<file path="src/rtl/sort_result_collector.sv">
// sort_result_collector
// Receiving end of the sorter's serial output stream. Captures one frame of N
// signed words into a local bank, checks the ordering of the stream as it
// arrives, and exposes the captured frame through a registered read port.
// Reset is synchronous and active-low; clear_i re-arms for the next frame
// without touching the bank contents.
module sort_result_collector #(
  parameter int WIDTH      = 32,
  parameter int N          = 8,
  parameter int ADDR_W     = 3,
  parameter bit DESCENDING = 1'b0
) (
  input  logic                     clk,
  input  logic                     rst,
  input  logic signed [WIDTH-1:0]  data_serial_i,
  input  logic                     data_valid_i,
  input  logic                     clear_i,
  input  logic        [ADDR_W-1:0] rd_addr_i,
  output logic signed [WIDTH-1:0]  rd_data_o,
  output logic        [ADDR_W:0]   count_o,
  output logic                     done_o,
  output logic                     order_err_o,
  output logic                     overflow_o
);

  typedef enum logic [1:0] {
    IDLE    = 2'd0,
    COLLECT = 2'd1,
    DONE    = 2'd2
  } state_t;

  // Count value of the last word of a frame; capturing it completes the frame.
  localparam logic [ADDR_W:0] LAST_IDX = (ADDR_W+1)'(N - 1);

  state_t                    state_q, state_d;
  logic        [ADDR_W:0]    count_q, count_d;
  logic signed [WIDTH-1:0]   prev_q, prev_d;
  logic                      done_q, done_d;
  logic                      order_err_q, order_err_d;
  logic                      overflow_q, overflow_d;
  logic signed [WIDTH-1:0]   bank_q [N];
  logic signed [WIDTH-1:0]   rd_data_q;
  logic signed [WIDTH-1:0]   rd_mux;
  logic                      wr_en;
  logic        [ADDR_W-1:0]  wr_idx;
  logic                      violation;

  // Ordering check of the incoming word against the previously captured one.
  always_comb begin
    violation = 1'b0;
    if (DESCENDING) begin
      violation = (data_serial_i > prev_q);
    end else begin
      violation = (data_serial_i < prev_q);
    end
  end

  // Next-state logic: frame FSM, word counter, flags and bank write request.
  always_comb begin
    state_d     = state_q;
    count_d     = count_q;
    prev_d      = prev_q;
    done_d      = done_q;
    order_err_d = order_err_q;
    overflow_d  = overflow_q;
    wr_en       = 1'b0;
    wr_idx      = '0;
    if (clear_i) begin
      state_d     = IDLE;
      count_d     = '0;
      done_d      = 1'b0;
      order_err_d = 1'b0;
      overflow_d  = 1'b0;
    end else begin
      unique case (state_q)
        IDLE: begin
          if (data_valid_i) begin
            wr_en   = 1'b1;
            wr_idx  = '0;
            prev_d  = data_serial_i;
            count_d = (ADDR_W+1)'(1);
            state_d = COLLECT;
          end
        end
        COLLECT: begin
          if (data_valid_i) begin
            wr_en   = 1'b1;
            wr_idx  = count_q[ADDR_W-1:0];
            prev_d  = data_serial_i;
            count_d = count_q + 1'b1;
            if (violation) begin
              order_err_d = 1'b1;
            end
            if (count_q == LAST_IDX) begin
              state_d = DONE;
              done_d  = 1'b1;
            end
          end
        end
        DONE: begin
          if (data_valid_i) begin
            overflow_d = 1'b1;
          end
        end
        default: begin
          state_d = IDLE;
        end
      endcase
    end
  end

  // Control state registers.
  always_ff @(posedge clk) begin
    if (!rst) begin
      state_q     <= IDLE;
      count_q     <= '0;
      prev_q      <= '0;
      done_q      <= 1'b0;
      order_err_q <= 1'b0;
      overflow_q  <= 1'b0;
    end else begin
      state_q     <= state_d;
      count_q     <= count_d;
      prev_q      <= prev_d;
      done_q      <= done_d;
      order_err_q <= order_err_d;
      overflow_q  <= overflow_d;
    end
  end

  // Capture bank: one entry written per accepted word.
  always_ff @(posedge clk) begin
    if (!rst) begin
      for (int i = 0; i < N; i++) begin
        bank_q[i] <= '0;
      end
    end else begin
      for (int i = 0; i < N; i++) begin
        if (wr_en && (wr_idx == i[ADDR_W-1:0])) begin
          bank_q[i] <= data_serial_i;
        end
      end
    end
  end

  // Read select; addresses past the frame length return zero.
  always_comb begin
    rd_mux = '0;
    for (int i = 0; i < N; i++) begin
      if (rd_addr_i == i[ADDR_W-1:0]) begin
        rd_mux = bank_q[i];
      end
    end
  end

  // Registered read port; samples the bank before this edge's write lands.
  always_ff @(posedge clk) begin
    if (!rst) begin
      rd_data_q <= '0;
    end else begin
      rd_data_q <= rd_mux;
    end
  end

  assign rd_data_o   = rd_data_q;
  assign count_o     = count_q;
  assign done_o      = done_q;
  assign order_err_o = order_err_q;
  assign overflow_o  = overflow_q;

endmodule

</file>
<file path="config.mk">
export PLATFORM = sky130hd
export DESIGN_NAME = sort_result_collector
export DESIGN_NICKNAME = d
export VERILOG_FILES = /design/src/rtl/sort_result_collector.sv
export SDC_FILE = /design/constraint.sdc
export NUM_CORES = 1
export LEC_CHECK = 0
export BUFFER_PORTS_ARGS = -buffer_cell sky130_fd_sc_hd__buf_2
export CORE_ASPECT_RATIO = 0.6
export CORE_MARGIN = 2
export CORE_UTILIZATION = 57
export CTS_CLUSTER_SIZE = 14
export DETAILED_ROUTE_END_ITERATION = 16
export GPL_TIMING_DRIVEN = 0
export HOLD_SLACK_MARGIN = 0.03
export MAX_ROUTING_LAYER = met4
export PLACE_DENSITY = 0.85
export SLEW_MARGIN = 10
export SYNTH_ARGS = -nofsm -noshare
export SYNTH_HDL_FRONTEND = slang
export SYNTH_SLANG_ARGS = --single-unit
</file>
<file path="constraint.sdc">
create_clock -name clk -period 6.45 [get_ports clk]
set_clock_uncertainty 0.05 [all_clocks]
set_input_delay 1.29 -clock clk [delete_from_list [all_inputs] [get_ports clk]]
set_output_delay 1.29 -clock clk [all_outputs]
set_load 0.01 [all_outputs]
</file>
==> summary.txt <==
Clock network
  • Clock Path Buffers: 3
  • PostCTS Resize Cnt: 0
  • CTS tree: done
  • H-tree levels: 1
  • Clock sink total: 329
  • Cts bufs inserted: 29
  • Clock Pin Slew Worst Setup and Hold Paths: 60 ps
  • # hold bufs at CTS: 0
  • Post CTS Setup Buffer Count: 0
  • Clock Latency Late Sink: 570 ps
  • Root Buffer: clkbuf_16

Timing
  • Max Fclk: 0.277 GHz
  • RSZ-0062 raised after global routing: false
  • Final Hold Vio Count: 0
  • Slew HR: 0.446
  • Final setup violation count: 0
  • Final Max Slew Viols: 0
  • Setup_tns: 0 ps
  • Slew @ Worst Pin: approximately 830 ps
  • Final Hold Slack: 413 ps
  • Minimum clock period: 3610 ps
  • Tcrit/Tclk final: 0.559

Placement
  • Placer Congestion: 0.875
  • HPWL after DPL: 25300 um
  • IO Port Bufs: between 70 and 80

Critical path
  • Crit-path most repeated cell: buf_4
  • Crit path max-delay cell type: buf_1
  • Highest cell delay on the worst timing path: between 600 and 700 ps
  • CP max FO: 10
  • Crit start category: input port
  • CP Class: in2reg
  • CP Buf/Inv Count: 7
  • Crit-path cells: clkbuf_1 -> clkbuf_1 -> buf_1 -> o41ai_2 -> buf_4 -> buf_4 -> buf_4 -> buf_4
  • Kind of cell adding the most delay to the critical path: buffers and inverters
  • Endpoint class of the critical path: flip-flop
  • CP arrival: 3870 ps
  • Crit path required time: 6710 ps

Floorplan
  • IO Count: 78
  • Core area: 0.0244 mm^2
  • DIE AREA: 0.0264 mm^2
  • Initial Utilization: 0.585
  • Die width: 208 um
  • Rows: 44
  • Height of the die: 127 um

GRT
  • Vias in the first global route: around 10000
  • First-pass GRT wire length: 56300 um
  • GRT Total Usage: 0.292
  • Grt total ovfl: 0
  • Largest net degree at the start of global routing: 21
  • Initial antenna violation count: 0

Yosys
  • FFs w/ async S/R, synth: 0
  • Synthesized area per cell: ~12 um^2
  • Post-synth EDFFs: 256
  • Area leader, netlist: edfxtp_1
  • Area contributors post-synth: edfxtp_1 54%, dfxtp_1 10%, nor2_1 6.2%
  • Top-count cell post-synth: edfxtp_1
  • Syn nets: 1302
  • Post-synth top area share: 0.539
  • Synth cell types: 45
  • Yosys reg bits: 329
  • Yosys warning count: 0
  • Gate Count Post-Synth: 1231
  • Synthesized cell area: 0.0143 mm^2
  • Seq/Total Area, Yosys: 0.641
  • Top post-synthesis cells by count: 256 x edfxtp_1, 236 x nor2_1, 149 x nand2_1
  • Top FF cell, synth: edfxtp_1

Detailed routing
  • Via count: 10200
  • Vias per Instance: 6.04
  • Routed WL: about 37000 um
  • Post-route ant nets: 0
  • TritonRoute pass-1 iters: 7
  • DRT iter0 DRCs: 1588
  • Routed wire length per instance: 21.7 um
  • DRC: 0

Final layout
  • Filler cells: 1734
  • Area Overhead vs Synth: 14.0%
  • Share of layout cells above drive strength 1: 0.161
  • Ant diodes: 0
  • Final nets: roughly 1400

Pwr
  • Pleak: 6.17 nW
  • Max VDD drop: 0.181 mV
  • Cell Pwr Density: 282 mW/mm^2

Run status
  • Status: finished clean

Run
  • Max cap viols: 0

Min path
  • Hold Crit Class: reg2reg
[power by group]
group,switching (mW),internal [mW]
Sequential,0.0298,2.38
Clock,0.749,1.01
Combinational,0.275,0.147
Total,1.05,3.54
[worst paths after layout]
kind | depth (start not counted) | slack [ps] | to | from
worst max-delay path | 8 | 2840 | bank_q[1][92]$_DFFE_PP_ | rst
worst min-delay path | 2 | 410 | prev_q[4]$_SDFFE_PN0P_ | prev_q[4]$_SDFFE_PN0P_
worst max register to register | 6 | 3280 | bank_q[0][9]$_SDFFCE_PN0P_ | count_o[0]$_SDFFE_PP0P_
worst min register to register | 2 | 410 | prev_q[4]$_SDFFE_PN0P_ | prev_q[4]$_SDFFE_PN0P_
[through the flow]
stage	instances	power [mW]	util	instance area, um^2	worst slack (ps)
global route	1692	4.72	0.667	16300	2780
CTS	1692	4.59	0.667	16300	2950
floorplan	1231	2.70	-	14300	858
finish	1692	4.59	0.667	16300	2840
detailed placement	1640	2.87	0.629	15300	2400
global placement	1626	2.83	0.617	15000	-2160
[cell type report]
class | instances | area (um^2) | share of cell area
Sequential cell | 329 | 9150 | 0.562
Timing Repair Buffer | 87 | 616 | 0.0378
Tap cell | 322 | 403 | 0.0248
Inverter | 96 | 360 | 0.0221
Clock inverter | 5 | 98.8 | 0.00607
Buffer | 78 | 383 | 0.0235
Clock buffer | 47 | 843 | 0.0518
Multi-Input combinational cell | 728 | 4420 | 0.272
[worst register-to-register path, delay by kind of cell (launching register included)]
| kind | cells | cell delay, ps |
|---|---|---|
| AO/OA/AOI/OAI | 1 | 610 |
| buffers and inverters | 3 | 1310 |
| flip-flops | 1 | 360 |
| AND/OR/NAND/NOR | 2 | 590 |
[cells in the final DEF, fill, tap and decap left out, drive strengths merged, types with 28 or more instances in the layout]
| cell type | n |
|---|---|
| a21boi | 34 |
| buf | 116 |
| clkbuf | 96 |
| dfxtp | 73 |
| edfxtp | 256 |
| ha | 32 |
| inv | 96 |
| mux4 | 28 |
| nand2 | 150 |
| nor2 | 265 |
| nor3 | 31 |
| o21ai | 46 |
| o221ai | 29 |
| o22a | 28 |
[metal layers]
| metal | vias up | routed length [um] | global-route usage |
|---|---|---|---|
| met5 | - | 0 | - |
| met4 | 0 | 932 | 0.0868 |
| met3 | 94 | 5430 | 0.0772 |
| met2 | 721 | 15700 | 0.418 |
| met1 | 4864 | 14600 | 0.412 |
| li1 | 4534 | - | - |
[cells by family (layout without fill, tap and decap cells)]
group | count (synthesis) | count (layout) | share of synthesized area
and+or+nand+nor | 482 | 482 | 0.141
buffers and inverters | 174 | 313 | 0.0521
adders and majority gates | 32 | 32 | 0.0280
DFF | 329 | 329 | 0.641
muxes | 35 | 35 | 0.0491
AOI/OAI and AO/OA | 179 | 179 | 0.0884
[state kept, by name, summed over array words and instances, names as in the netlist]
signal / count
bank_q: 256
count_o: 4
done_o: 1
order_err_o: 1
overflow_o: 1
prev_q: 32
rd_data_o: 32
state_q: 2
No activity file was read; power rests on OpenSTA's default activity.
